--- src/rtl/uro_load_unit.sv ---
// Load unit that reads RV32I loads from a word-organised micro-ROM and formats the result.
// Optional build macro UROM_LOAD_MISALIGN_EN turns misaligned LH/LHU/LW into error responses.
module uro_load_unit #(
  parameter int unsigned DATA_WIDTH = 32,
  parameter int unsigned ADDR_WIDTH = 32,
  parameter int unsigned UROM_DEPTH = 1024
) (
  input  logic                  i_CLK,
  input  logic                  i_RSTn,
  input  logic                  i_REQ,
  output logic                  o_GNT,
  input  logic [ADDR_WIDTH-1:0] i_ADDR,
  input  logic [2:0]            i_FUNCT3,
  output logic [DATA_WIDTH-1:0] o_RDATA,
  output logic                  o_RVALID,
  input  logic                  i_RREADY,
  output logic                  o_ERR,
  output logic                  o_UROM_CE,
  output logic [ADDR_WIDTH-1:0] o_UROM_ADDR,
  input  logic [DATA_WIDTH-1:0] i_UROM_RDATA,
  input  logic                  i_UROM_VALID
);

  if (UROM_DEPTH == 0 || $clog2(UROM_DEPTH) > ADDR_WIDTH - 2) begin : g_depth_check
    $error("UROM_DEPTH does not fit the word index range of ADDR_WIDTH");
  end

  typedef enum logic [1:0] {
    S_IDLE,
    S_WAIT,
    S_RESP
  } state_t;

  state_t                state_q, state_d;
  logic [DATA_WIDTH-1:0] rdata_q, rdata_d;
  logic                  err_q, err_d;
  logic [1:0]            off_q, off_d;
  logic [2:0]            f3_q, f3_d;
  logic                  misaligned;
  logic                  illegal;

`ifdef UROM_LOAD_MISALIGN_EN
  assign misaligned = ((i_FUNCT3[1:0] == 2'b01) && i_ADDR[0]) ||
                      ((i_FUNCT3 == 3'b010) && (i_ADDR[1:0] != 2'b00));
`else
  assign misaligned = 1'b0;
`endif

  assign illegal = (i_FUNCT3 == 3'b011) || (i_FUNCT3[2:1] == 2'b11) || misaligned;

  // Handshake outputs are gated by reset so they drop the instant reset asserts.
  assign o_GNT       = i_RSTn && i_REQ && (state_q == S_IDLE);
  assign o_UROM_CE   = o_GNT && !illegal;
  assign o_UROM_ADDR = o_UROM_CE ? (i_ADDR >> 2) : '0;
  assign o_RVALID    = (state_q == S_RESP);
  assign o_ERR       = o_RVALID && err_q;
  assign o_RDATA     = rdata_q;

  function automatic logic [DATA_WIDTH-1:0] fmt_load(
    input logic [DATA_WIDTH-1:0] word,
    input logic [1:0]            off,
    input logic [2:0]            fn
  );
    logic [7:0]  b;
    logic [15:0] h;
    b = word[{off, 3'b000} +: 8];
    h = word[{off[1], 4'b0000} +: 16];
    case (fn)
      3'b000:  fmt_load = {{(DATA_WIDTH-8){b[7]}}, b};
      3'b100:  fmt_load = {{(DATA_WIDTH-8){1'b0}}, b};
      3'b001:  fmt_load = {{(DATA_WIDTH-16){h[15]}}, h};
      3'b101:  fmt_load = {{(DATA_WIDTH-16){1'b0}}, h};
      3'b010:  fmt_load = word;
      default: fmt_load = '0;
    endcase
  endfunction

  always_comb begin
    state_d = state_q;
    rdata_d = rdata_q;
    err_d   = err_q;
    off_d   = off_q;
    f3_d    = f3_q;
    case (state_q)
      S_IDLE: begin
        if (o_GNT) begin
          if (illegal) begin
            state_d = S_RESP;
            rdata_d = '0;
            err_d   = 1'b1;
          end else begin
            state_d = S_WAIT;
            off_d   = i_ADDR[1:0];
            f3_d    = i_FUNCT3;
            err_d   = 1'b0;
          end
        end
      end
      S_WAIT: begin
        if (i_UROM_VALID) begin
          state_d = S_RESP;
          rdata_d = fmt_load(i_UROM_RDATA, off_q, f3_q);
          err_d   = 1'b0;
        end
      end
      S_RESP: begin
        if (i_RREADY) state_d = S_IDLE;
      end
      default: state_d = S_IDLE;
    endcase
  end

  always_ff @(posedge i_CLK or negedge i_RSTn) begin
    if (!i_RSTn) begin
      state_q <= S_IDLE;
      rdata_q <= '0;
      err_q   <= 1'b0;
      off_q   <= '0;
      f3_q    <= '0;
    end else begin
      state_q <= state_d;
      rdata_q <= rdata_d;
      err_q   <= err_d;
      off_q   <= off_d;
      f3_q    <= f3_d;
    end
  end

endmodule

--- config.mk ---
export PLATFORM = sky130hd
export DESIGN_NAME = uro_load_unit
export DESIGN_NICKNAME = d
export VERILOG_FILES = /design/src/rtl/uro_load_unit.sv
export SDC_FILE = /design/constraint.sdc
export NUM_CORES = 1
export LEC_CHECK = 0
export BUFFER_PORTS_ARGS = -buffer_cell sky130_fd_sc_hd__buf_2
export CAP_MARGIN = 25
export CORE_MARGIN = 2
export CORE_UTILIZATION = 46
export CTS_CLUSTER_SIZE = 30
export DETAILED_ROUTE_END_ITERATION = 6
export GPL_TIMING_DRIVEN = 0
export PLACE_DENSITY = 0.95
export SYNTH_ARGS = -nofsm -noshare
export SYNTH_HDL_FRONTEND = slang
export SYNTH_SLANG_ARGS = --single-unit
--- constraint.sdc ---
create_clock -name i_CLK -period 3.35 [get_ports i_CLK]
set_input_delay 0.1675 -clock i_CLK [delete_from_list [all_inputs] [get_ports i_CLK]]
set_output_delay 0.1675 -clock i_CLK [all_outputs]
set_load 0.1 [all_outputs]
**After elaboration in Yosys (flattened, before gate mapping)**

Index checks and enable logic that the tools add are counted.

- Bits in registers: 40
- Input bits: 72
- Output and inout bits: 68
- Word-level logic and storage cells: 48

- Equal/unequal tests: 12
- Shifts and indexed selects: 2
- Mux-type cells: 15
- Bitwise logic cells: 1
- Reductions and logical operators: 13

Operators by type and width:

| operator | number |
|---|---|
| $pmux 32 s5 | 1 |
| $mux 32 | 3 |
| $pmux 32 s2 | 1 |
| $shiftx 32x6->16 | 1 |
| $shiftx 32x6->8 | 1 |
| $mux 30 | 1 |
| $reduce_and 3->1 | 3 |
| $mux 2 | 4 |
| $eq 3x2->1 const B | 2 |
| $eq 3x3->1 const B | 2 |
| $ne 2x2->1 const B | 3 |
| $pmux 2 s3 | 1 |
| $eq 2x2->1 const B | 2 |
| $logic_and 1x1->1 | 4 |
| $reduce_and 4->1 | 1 |
| $eq 3x1->1 const B | 1 |
| $logic_not 3->1 | 1 |
| $mux 1 | 3 |
| $eq 2x1->1 const B | 1 |
| $logic_not 2->1 | 1 |
| $ne 2x1->1 const B | 1 |
| $pmux 1 s2 | 1 |
| $reduce_bool 2->1 | 1 |
| $logic_not 1->1 | 1 |
| 2 further kinds | 2 |

**Depth between registers and ports, before layout**

Gate-level depths: netlist (run 1).

- Word-level depth: 5
- Depth in mapped cells: 6
- Depth with buffers taken out: 4

**Least setup slack after synthesis (run 1)**

OpenSTA, ideal clock, no wires.

- Path type: register to output
- Start point: register state_q[1]
- End point: output port o_UROM_ADDR[24]
- Arrival time: 2,301 ps
- Required time: 3,182 ps
- Setup slack: 881 ps
- Stages on the path, launching flop included: 6
- Buffers on the path: 2
- Cell sequence: dfrtp_1 > or2_2 > nor3_1 > buf_2 > buf_4 > and2_1

- Word-level cells in the longest chain between the ends: 4

Ends and longest elaborated chain:

| element | RTL line | source |
|---|---|---|
| from (decl) | 34 | `state_t state_q, state_d;` |
| from (signal assigned) | 121 | `state_q <= state_d;` |
| $logic_not 2->1 | 52 | `assign o_GNT = i_RSTn && i_REQ && (state_q == S_IDLE);` |
| $logic_and 1x1->1 | 52 |  |
| $logic_and 1x1->1 | 53 | `assign o_UROM_CE = o_GNT && !illegal;` |
| named net o_UROM_CE | 18 | `output logic o_UROM_CE,` |
| $mux 30 | 54 | `assign o_UROM_ADDR = o_UROM_CE ? (i_ADDR >> 2) : '0;` |
| to (decl) | 19 | `output logic [ADDR_WIDTH-1:0] o_UROM_ADDR,` |

The timed path passes the listed nets, and every way through them passes these cells.

**Final worst setup path (run 1)**

- Start point: register state_q[1]
- End point: output port o_UROM_ADDR[24]

- Word-level cells in the longest chain between the ends: 4

Ends and longest elaborated chain:

| element | RTL line |
|---|---|
| $logic_not 2->1 | 52 |
| $logic_and 1x1->1 | 52 |
| $logic_and 1x1->1 | 53 |
| $mux 30 | 54 |

No other way between the ends.

==> qor.yml, run 1 <==
layout:
  num_antenna_cells: 0
  drive_above_1_share_pct: 49.2
  stdcell_count: 408
  n_fill_cell: 385
  final_util_pct: 65.0
  fin_area_sq_um: 3050
  synthToLayoutAreaGrowth_pct: 37.6
  layout.nets: 426
drt:
  drt_iter0_drc: 111
  drtAntennaViolNets: 0
  first_pass_iters: 5
  avgRoutedWirePerCell_um: 15.4
  vias_per_cell: 5.53
  route.final.wire_length_um: 6300
  vias: 2258
  drc: 0
place:
  postPlaceCellArea_sq_um: 2970
  dpl.hpwl_um: 5030
  placedCellCount: 401
  place.gp.congestion: 0.847
  port-buffer-count: 137
clock_network:
  post_cts_buffers: 0
  cts_tree: "done"
  ctsResizeCount: 0
  clkLatencyLatePin_ns: 0.28
  cts_buffer_depth: 2
  cts_made_buffers: 5
  root_buffer: "clkbuf_8"
  h-tree-depth: 2
  cts.reportedPaths.clkPinSlew_ns: 0.07
  cts.sinks: 40
  cts_hold_buf: 0
global_routing:
  overflow: 0
  grt_usage_pct: 22.7
  antenna_found_initial: 0
  grt_pass1_wl_um: 9510
  grt_pass1_vias: 2086
  grt_max_degree: 43
synthesis:
  ys_ff_latch: 40
  synth_top_flop_cell: "dfrtp_1"
  synth-async-reset-ratio_pct: 100
  synth_area_sq_um: 2220
  yosysSeqAreaShare_pct: 45.1
  yosys.area.top_type: "dfrtp_1"
  synth_cell_types: 36
  synth_edf_count: 0
  syn_area_per_cell_sq_um: 10.6
  synthTopCellsByArea: "dfrtp_1 45%, and2_1 8.7%, a221o_1 7.2%"
  ys.warnings.count: 0
  syn_inst: 209
  yosysMostFrequentCell: "dfrtp_1"
  ys_top_cells_by_count: "40 x dfrtp_1, 31 x and2_1, 16 x a221o_1"
  synth_top_area_share_pct: 45.1
sta:
  report.final.slew_viol_count: 0
  fin_skew_ns: 0.00737
  finalCritPeriodShare_pct: 73.6
  setup_viol: 0
  min_period_ns: 2.46
  slew_headroom_pct: 41.2
  tightestPinTransition_ns: 0.882
  rsz0062_at_grt: "false"
  hold_viol_final: 0
  tns_ns: 0
  fmaxAchievable_ghz: 0.406
worst_setup_path:
  cp_data_arrival_time_ns: 2.30
  path_max_fanout: 10
  worstSetupPathType: "reg2out"
  worst-endpoint-required_ns: 3.18
  start_kind: "flip-flop"
  endpoint_kind: "output port"
status:
  status: "complete, no violations"
floorplan:
  io_pins: 140
  die-area_sq_um: 5390
  row_count: 25
  core_sq_um: 4690
  dieHeight_um: 73.4
  die_w_um: 73.4
  start_util_pct: 47.3
run:
  max_cap_violations: 0
power:
  leakagePower_uw: 0.00175
  p_per_area_nw_per_um2: 1030
  power_uw: 3130
  ir_worst_vdd_mv: 0.597
min_path:
  hp-class: "in2async"
-- per-layer routing --
| metal | wire length [um] | GRT usage [%] | part of all wire, % | up-vias |
|---|---|---|---|---|
| li1 | - | - | - | 1061 |
| met1 | 2620 | 28.9 | 42 | 1086 |
| met4 | 115 | 6.67 | 1.8 | 0 |
| met5 | 0 | 0 | 0 | - |
| met2 | 3170 | 38.8 | 50 | 93 |
| met3 | 387 | 4.94 | 6.1 | 18 |
-- critical path: stages (launching register included) --
cell,delay [ns]
dfrtp_1,0.41
or2_2,0.31
nor3_1,0.28
buf_2,0.26
buf_4,0.18
and2_1,0.14
buf_2,0.42
-- cell type report --
class,instances,area (sq um),area share (%)
flip-flops and latches,40,1000,32.8
inverters,4,15.0,0.492
clock inverters,1,5.00,0.164
multi-input cells,147,1100,36.0
plain buffers,19,108,3.53
well taps,54,67.6,2.21
repair buffers,137,686,22.5
clock buffers,6,72.6,2.38
-- cell families (layout without fill, tap and decap cells) --
group	Yosys count	count (layout)	share of synthesized area, %
flip-flops	40	40	45.1
AND/OR/NAND/NOR	60	60	16.2
buffers and inverters	23	167	5.53
AO/OA/AOI/OAI	70	70	25.5
other	1	2	0.169
multiplexers	15	15	7.45
-- stage by stage --
| stage | worst slack (ns) | hold slack (ns) |
|---|---|---|
| 6_report | 0.885 | 0.00209 |
| 5_1_grt | 0.582 | 0.0618 |
| 4_1_cts | 0.850 | 0.0277 |
| 3_5_place_dp | 0.868 | 0.334 |
| 3_3_place_gp | 0.918 | 0.325 |
| 2_1_floorplan | 0.881 | -0.128 |
-- flip-flops by register name, indices dropped and copies added (netlist names) --
signal and count:
o_RDATA 32, f3_q 3, off_q 2, state_q 2, err_q 1
-- cell usage in the layout (no fill, tap or decap), types with 2 or more instances in the layout --
cell	count
and2_1	31
a22oi_1	8
o21ai_0	10
nand3b_1	2
nor2b_1	3
o21a_1	2
nor2_1	4
mux2_2	12
a222oi_1	7
conb_1	2
nand2b_1	4
nand2_1	10
clkbuf_1	6
a21oi_1	10
buf_4	5
mux2i_1	3
a21o_1	10
a221o_1	16
dfrtp_1	40
inv_1	4
buf_2	144
clkbuf_8	5
-- worst paths after layout --
check / slack, ns / from / endpoint / depth (start not counted)
setup / recovery: 0.89 / state_q[1] / o_UROM_ADDR[24] / 6
hold / removal: 0.002 / i_RSTn / o_RDATA[18] / 1
setup reg to reg: 1.56 / f3_q[0] / o_RDATA[31] / 6
hold reg to reg: 0.48 / o_RDATA[11] / o_RDATA[11] / 1
max in group asynchronous: 2.79 / i_RSTn / o_RDATA[4] / 1
min in group i_CLK: 0.06 / i_RREADY / state_q[1] / 2
-- power by group --
part | internal (uW) | total (uW) | switching, uW
Sequential | 648 | 755 | 107
Clock | 141 | 292 | 150
Combinational | 466 | 2080 | 1620
Total | 1250 | 3130 | 1880
No activity file was read; power rests on OpenSTA's default activity.
==> inputs of run 2 (changes only) <==
--- a/config.mk
+++ b/config.mk
@@ -8,11 +8,11 @@
 export BUFFER_PORTS_ARGS = -buffer_cell sky130_fd_sc_hd__buf_2
 export CAP_MARGIN = 25
 export CORE_MARGIN = 2
-export CORE_UTILIZATION = 46
+export CORE_UTILIZATION = 43
 export CTS_CLUSTER_SIZE = 30
 export DETAILED_ROUTE_END_ITERATION = 6
 export GPL_TIMING_DRIVEN = 0
-export PLACE_DENSITY = 0.95
+export PLACE_DENSITY = 0.92
 export SYNTH_ARGS = -nofsm -noshare
 export SYNTH_HDL_FRONTEND = slang
 export SYNTH_SLANG_ARGS = --single-unit
==> constraint.sdc (replaced) <==
create_clock -name i_CLK -period 2.4 [get_ports i_CLK]
set_input_delay 0.12 -clock i_CLK [delete_from_list [all_inputs] [get_ports i_CLK]]
set_output_delay 0.12 -clock i_CLK [all_outputs]
set_load 0.1 [all_outputs]
==> qor.yml, run 2 (synthesized netlist as in run 1, its figures left out) <==
global_routing:
  grt_usage_pct: 21.1  # was 22.7%
  overflow: 0  # unchanged
  grt_max_degree: 41  # was 43
  antenna_found_initial: 0  # unchanged
  grt_pass1_vias: 1946  # was 2086
  grt_pass1_wl_um: 9220  # was 9510 um
worst_setup_path:
  start_kind: "flip-flop"  # unchanged
  worstSetupPathType: "reg2out"  # unchanged
  crit_start: "state_q[1]"  # unchanged
  r2r-start: "f3_q[0]"  # unchanged
  path_max_fanout: 10  # unchanged
  worst-endpoint-required_ns: 2.28  # was 3.18 ns
  endpoint_kind: "output port"  # unchanged
  cp_data_arrival_time_ns: 2.12  # was 2.30 ns
layout:
  final_common_cell: "buf_2"  # unchanged
  stdcell_count: 426  # was 408
  drive_above_1_share_pct: 50.8  # was 49.2%
  largest_register_ffs: 32  # unchanged
  layout.nets: 428  # was 426
  fin_area_sq_um: 3170  # was 3050 sq um
  synthToLayoutAreaGrowth_pct: 42.9  # was 37.6%
  final_cell_mix: "122 x buf_2, 40 x dfrtp_1, 26 x and2_1"  # was 144 x buf_2, 40 x dfrtp_1, 31 x and2_1
  num_antenna_cells: 0  # unchanged
power:
  p_comb_share_pct: 66.7  # was 66.6%
  power.share.switching_pct: 59.7  # was 59.9%
  leakagePower_uw: 0.00176  # was 0.00175 uW
  ir_worst_vdd_mv: 0.928  # was 0.597 mV
  internal_power_uw: 1770  # was 1250 uW
  p_per_area_nw_per_um2: 1390  # was 1030 nW/um^2
  p_clk_share_pct: 9.3  # about the same
  power_frac_seq_pct: 24.0  # was 24.1%
  p_sw_uw: 2620  # was 1880 uW
place:
  placedCellCount: 417  # was 401
  port-buffer-count: 137  # unchanged
  preCtsSetupSlack_ns: 0.0160  # was 0.868 ns
  place.gp.congestion: 0.778  # was 0.847
  postPlaceCellArea_sq_um: 3000  # was 2970 sq um
  dpl.hpwl_um: 5080  # was 5030 um
clock_network:
  h-tree-depth: 2  # unchanged
  cts.reportedPaths.clkPinSlew_ns: 0.07  # about the same
  root_buffer: "clkbuf_8"  # unchanged
  cts_buffer_depth: 2  # unchanged
  clkLatencyLatePin_ns: 0.28  # about the same
  cts_tree: "done"  # unchanged
  cts_made_buffers: 5  # unchanged
  cts.sinks: 40  # unchanged
sta:
  fin_skew_ns: 0.00310  # was 0.00737 ns
  setup_viol: 0  # unchanged
  finalCritPeriodShare_pct: 93.3
  tns_ns: 0  # unchanged
  fmaxAchievable_ghz: 0.447
  setup_slack_ns: 0.161  # was 0.885 ns
  rsz0062_at_grt: "false"  # unchanged
  min_period_ns: 2.24
  hold_viol_final: 0  # unchanged
  holdWs_ns: 0.0155  # was 0.00209 ns
  report.final.slew_viol_count: 0  # unchanged
drt:
  first_pass_iters: 7  # was 5
  route.final.wire_length_um: 6450  # was 6300 um
  drc: 1  # was 0
  drt_iter0_drc: 143  # was 111
  avgRoutedWirePerCell_um: 15.1  # was 15.4 um
  drtAntennaViolNets: 0  # unchanged
  vias_per_cell: 5.21  # was 5.53
  vias: 2218  # was 2258
run:
  max_cap_violations: 0  # unchanged
min_path:
  hp-class: "in2reg"  # was in2async
  holdCritStartpoint: "i_RREADY"
floorplan:
  core_sq_um: 5040  # was 4690 sq um
  io_pins: 140  # unchanged
  die_w_um: 75.8  # was 73.4 um
  row_count: 26  # was 25
  die-area_sq_um: 5750  # was 5390 sq um
  dieHeight_um: 75.8  # was 73.4 um
  start_util_pct: 44.0  # was 47.3%
status:
  violations: "design-rule violations"
  status: "complete, but fails checks"  # was complete, no violations
[run 2: changes by cell type in the layout (fill, tap and decap cells not counted), sizes merged]
cell         delta
dlygate4sd3     +1
buf            -16
clkbuf         +17
[run 2: path summary, 6_finish.rpt]
path                              endpoint  slack, ns  cells after the start
max in group asynchronous      o_RDATA[22]       1.78                      3
hold / removal                  state_q[1]       0.02                      2
setup reg to reg               o_RDATA[22]       0.61                      6
min in group asynchronous       o_RDATA[6]       0.43                      3
setup / recovery           o_UROM_ADDR[19]       0.16                      5
hold reg to reg                o_RDATA[10]       0.48                      1
[run 2: worst max-delay path: stages (launching register included)]
cell	delay, ns
dfrtp_1	0.41
or2_2	0.32
nor3_2	0.24
clkbuf_1	0.28
and2_1	0.17
buf_2	0.42
[run 2: timing repair]
item	CTS	global route
gates resized for setup	5	18
hold buffers	2	0
hold endpoints to repair	40	0
setup buffers	0	0
cloned	0	0
setup endpoints to repair	5	26
[run 2: power by group through the flow]
stage	Combinational [uW]	Sequential (uW)	Clock, uW
final	2930	1050	408
after global placement	2870	1050	0
after CTS	2910	1050	416
after detailed placement	2900	1060	0
after floorplan	1170	2290	0
after global routing	3050	1080	443
[run 2: through the flow]
| step | power [uW] | utilization (%) |
|---|---|---|
| finish | 4390 | 62.8 |
| global route | 4570 | 62.8 |
| CTS | 4380 | 61.9 |
| detailed placement | 3960 | 59.5 |
| global placement | 3910 | 59.5 |
| floorplan | 3450 | - |
[run 2: layout make-up]
type,instances,area (sq um)
flip-flops and latches,40,1000
inverters,4,15.0
multi-input cells,147,1110
fillers,414,1870
plain buffers,19,110
clock buffers,6,72.6
clock inverters,1,5.00
repair buffers,139,768
well taps,70,87.6
[run 2: layer usage]
layer	global-route usage [%]	routed length (um)
met4	4.68	46
met2	35.3	3450
met1	27.6	2590
met3	5.16	368
met5	0	0
==> inputs of run 3 (changes only) <==
--- a/config.mk
+++ b/config.mk
@@ -12,7 +12,9 @@
 export CTS_CLUSTER_SIZE = 30
 export DETAILED_ROUTE_END_ITERATION = 6
 export GPL_TIMING_DRIVEN = 0
+export HOLD_SLACK_MARGIN = 0.15
 export PLACE_DENSITY = 0.92
+export REMOVE_ABC_BUFFERS = 1
 export SYNTH_ARGS = -nofsm -noshare
 export SYNTH_HDL_FRONTEND = slang
 export SYNTH_SLANG_ARGS = --single-unit
==> qor.yml, run 3 (synthesized netlist as in run 1, its figures left out) <==
sta:
  finalCritPeriodShare_pct: 94.4  # was 93.3%
  hold_viol_final: 0  # unchanged
  fin_skew_ns: 0.0118  # was 0.00310 ns
  setup_slack_ns: 0.135  # was 0.161 ns
  tightestPinTransition_ns: 0.595
  report.final.slew_viol_count: 0  # unchanged
  fmaxAchievable_ghz: 0.442  # was 0.447 GHz
  setup_viol: 0  # unchanged
  min_period_ns: 2.26  # was 2.24 ns
  rsz0062_at_grt: "false"  # unchanged
  slew_headroom_pct: 60.3
global_routing:
  grt_max_degree: 41  # unchanged
  grt_usage_pct: 26.7  # was 21.1%
  overflow: 0  # unchanged
  grt_pass1_vias: 2214  # was 1946
  antenna_found_initial: 0  # unchanged
  grt_pass1_wl_um: 11500  # was 9220 um
worst_setup_path:
  path_max_fanout: 31  # was 10
  endpoint_kind: "output port"  # unchanged
  reg2regPathDepth: 4  # was 6
  worst-endpoint-required_ns: 2.28  # about the same
  cp_data_arrival_time_ns: 2.14  # was 2.12 ns
  start_kind: "flip-flop"  # unchanged
  worstSetupPathType: "reg2out"  # unchanged
clock_network:
  root_buffer: "clkbuf_8"  # unchanged
  cts_made_buffers: 5  # unchanged
  cts_buffer_depth: 2  # unchanged
  cts.sinks: 40  # unchanged
  post_cts_buffers: 0  # unchanged
  cts.reportedPaths.clkPinSlew_ns: 0.08  # was 0.07 ns
  cts_tree: "done"  # unchanged
  h-tree-depth: 2  # unchanged
  clkLatencyLatePin_ns: 0.30  # was 0.28 ns
layout:
  synthToLayoutAreaGrowth_pct: 53.7  # was 42.9%
  drive_above_1_share_pct: 45.9  # was 50.8%
  ff_latch_area_sq_um: 1000  # unchanged
  num_antenna_cells: 0  # unchanged
  fin_area_sq_um: 3410  # was 3170 sq um
  final_util_pct: 67.6  # was 62.8%
  multi_input_area_sq_um: 1110  # about the same
  final_cell_mix: "107 x buf_2, 40 x dfrtp_1, 31 x and2_1, 31 x buf_4, 26 x dlygate4sd3_1"  # was 122 x buf_2, 40 x dfrtp_1, 26 x and2_1
  layout.nets: 437  # was 428
  n_fill_cell: 389  # was 414
  stdcell_count: 436  # was 426
  final_common_cell: "buf_2"  # unchanged
  largest_register_ffs: 32  # unchanged
run:
  max_cap_violations: 0  # unchanged
power:
  power_uw: 4580  # was 4390 uW
  p_per_area_nw_per_um2: 1340  # was 1390 nW/um^2
  ir_worst_vdd_mv: 1.14  # was 0.928 mV
  leakagePower_uw: 0.00184  # was 0.00176 uW
drt:
  drtAntennaViolNets: 0  # unchanged
  avgRoutedWirePerCell_um: 17.5  # was 15.1 um
  first_pass_iters: 6  # was 7
  route.final.wire_length_um: 7630  # was 6450 um
  drt_iter0_drc: 244  # was 143
  vias: 2331  # was 2218
  drc: 0  # was 1
  vias_per_cell: 5.35  # was 5.21
place:
  preCtsSetupSlack_ns: -0.136  # was 0.0160 ns
  dpl.hpwl_um: 4920  # was 5080 um
  placedCellCount: 400  # was 417
  place.gp.congestion: 0.902  # was 0.778
  postPlaceCellArea_sq_um: 2920  # was 3000 sq um
  port-buffer-count: 137  # unchanged
floorplan:
  io_pins: 140  # unchanged
  core_sq_um: 5040  # unchanged
  die-area_sq_um: 5750  # unchanged
  dieHeight_um: 75.8  # unchanged
  die_w_um: 75.8  # unchanged
  row_count: 26  # unchanged
  start_util_pct: 44.0  # unchanged
min_path:
  hp-class: "in2reg"  # unchanged
  hold_depth: 3  # was 2
status:
  status: "complete, no violations"  # was complete, but fails checks
## run 3: power breakdown
group	switching (uW)	internal, uW	total, uW
Clock	254	313	567
Sequential	244	902	1150
Combinational	2200	663	2860
## run 3: routing by layer
layer  routed length [um]  track usage, %  part of all wire [%]
met3                  351            6.08                   4.6
met1                 3230            37.0                    42
met4                  252            9.36                   3.3
met5                    0               0                     0
met2                 3790            41.0                    50
## run 3: worst max-delay path, stage by stage (launching register included)
cell     delay (ns)
dfrtp_1        0.42
or2_2          0.35
nor3_4         0.35
buf_6          0.25
and2_1         0.17
buf_4          0.30
## run 3: timing repair
action / CTS / global route
endpoints found under the setup margin: 31 / 12
pin swaps: 0 / 1
resized for setup: 31 / 0
endpoints found under the hold margin: 65 / 0
hold buffers: 27 / 0
## run 3: final cells by class
| type | count | area share (%) |
|---|---|---|
| timing repair buffer | 167 | 31.5 |
| tap | 70 | 2.57 |
| clock inverter | 3 | 1.36 |
| multi-input combinational | 147 | 32.7 |
| clock buffer | 5 | 2.02 |
| inverter | 4 | 0.441 |
| sequential | 40 | 29.4 |
## run 3: stage by stage
stage | hold slack (ns) | setup TNS [ns]
after detailed placement | 0.303 | -3.25
after global routing | 0.190 | 0
final | 0.160 | 0
after floorplan | -0.176 | -104.00
after global placement | 0.287 | -64.53
after CTS | 0.152 | 0
## run 3: path summary, 6_finish.rpt
path | startpoint | to | slack (ns)
worst max register to register | off_q[1] | o_RDATA[17] | 0.29
worst max-delay path | state_q[1] | o_UROM_ADDR[17] | 0.14
worst min register to register | o_RDATA[10] | o_RDATA[10] | 0.48
max in group asynchronous | i_RSTn | f3_q[1] | 1.79
min in group asynchronous | i_RSTn | o_RDATA[5] | 0.40
worst min-delay path | i_UROM_RDATA[2] | o_RDATA[2] | 0.16
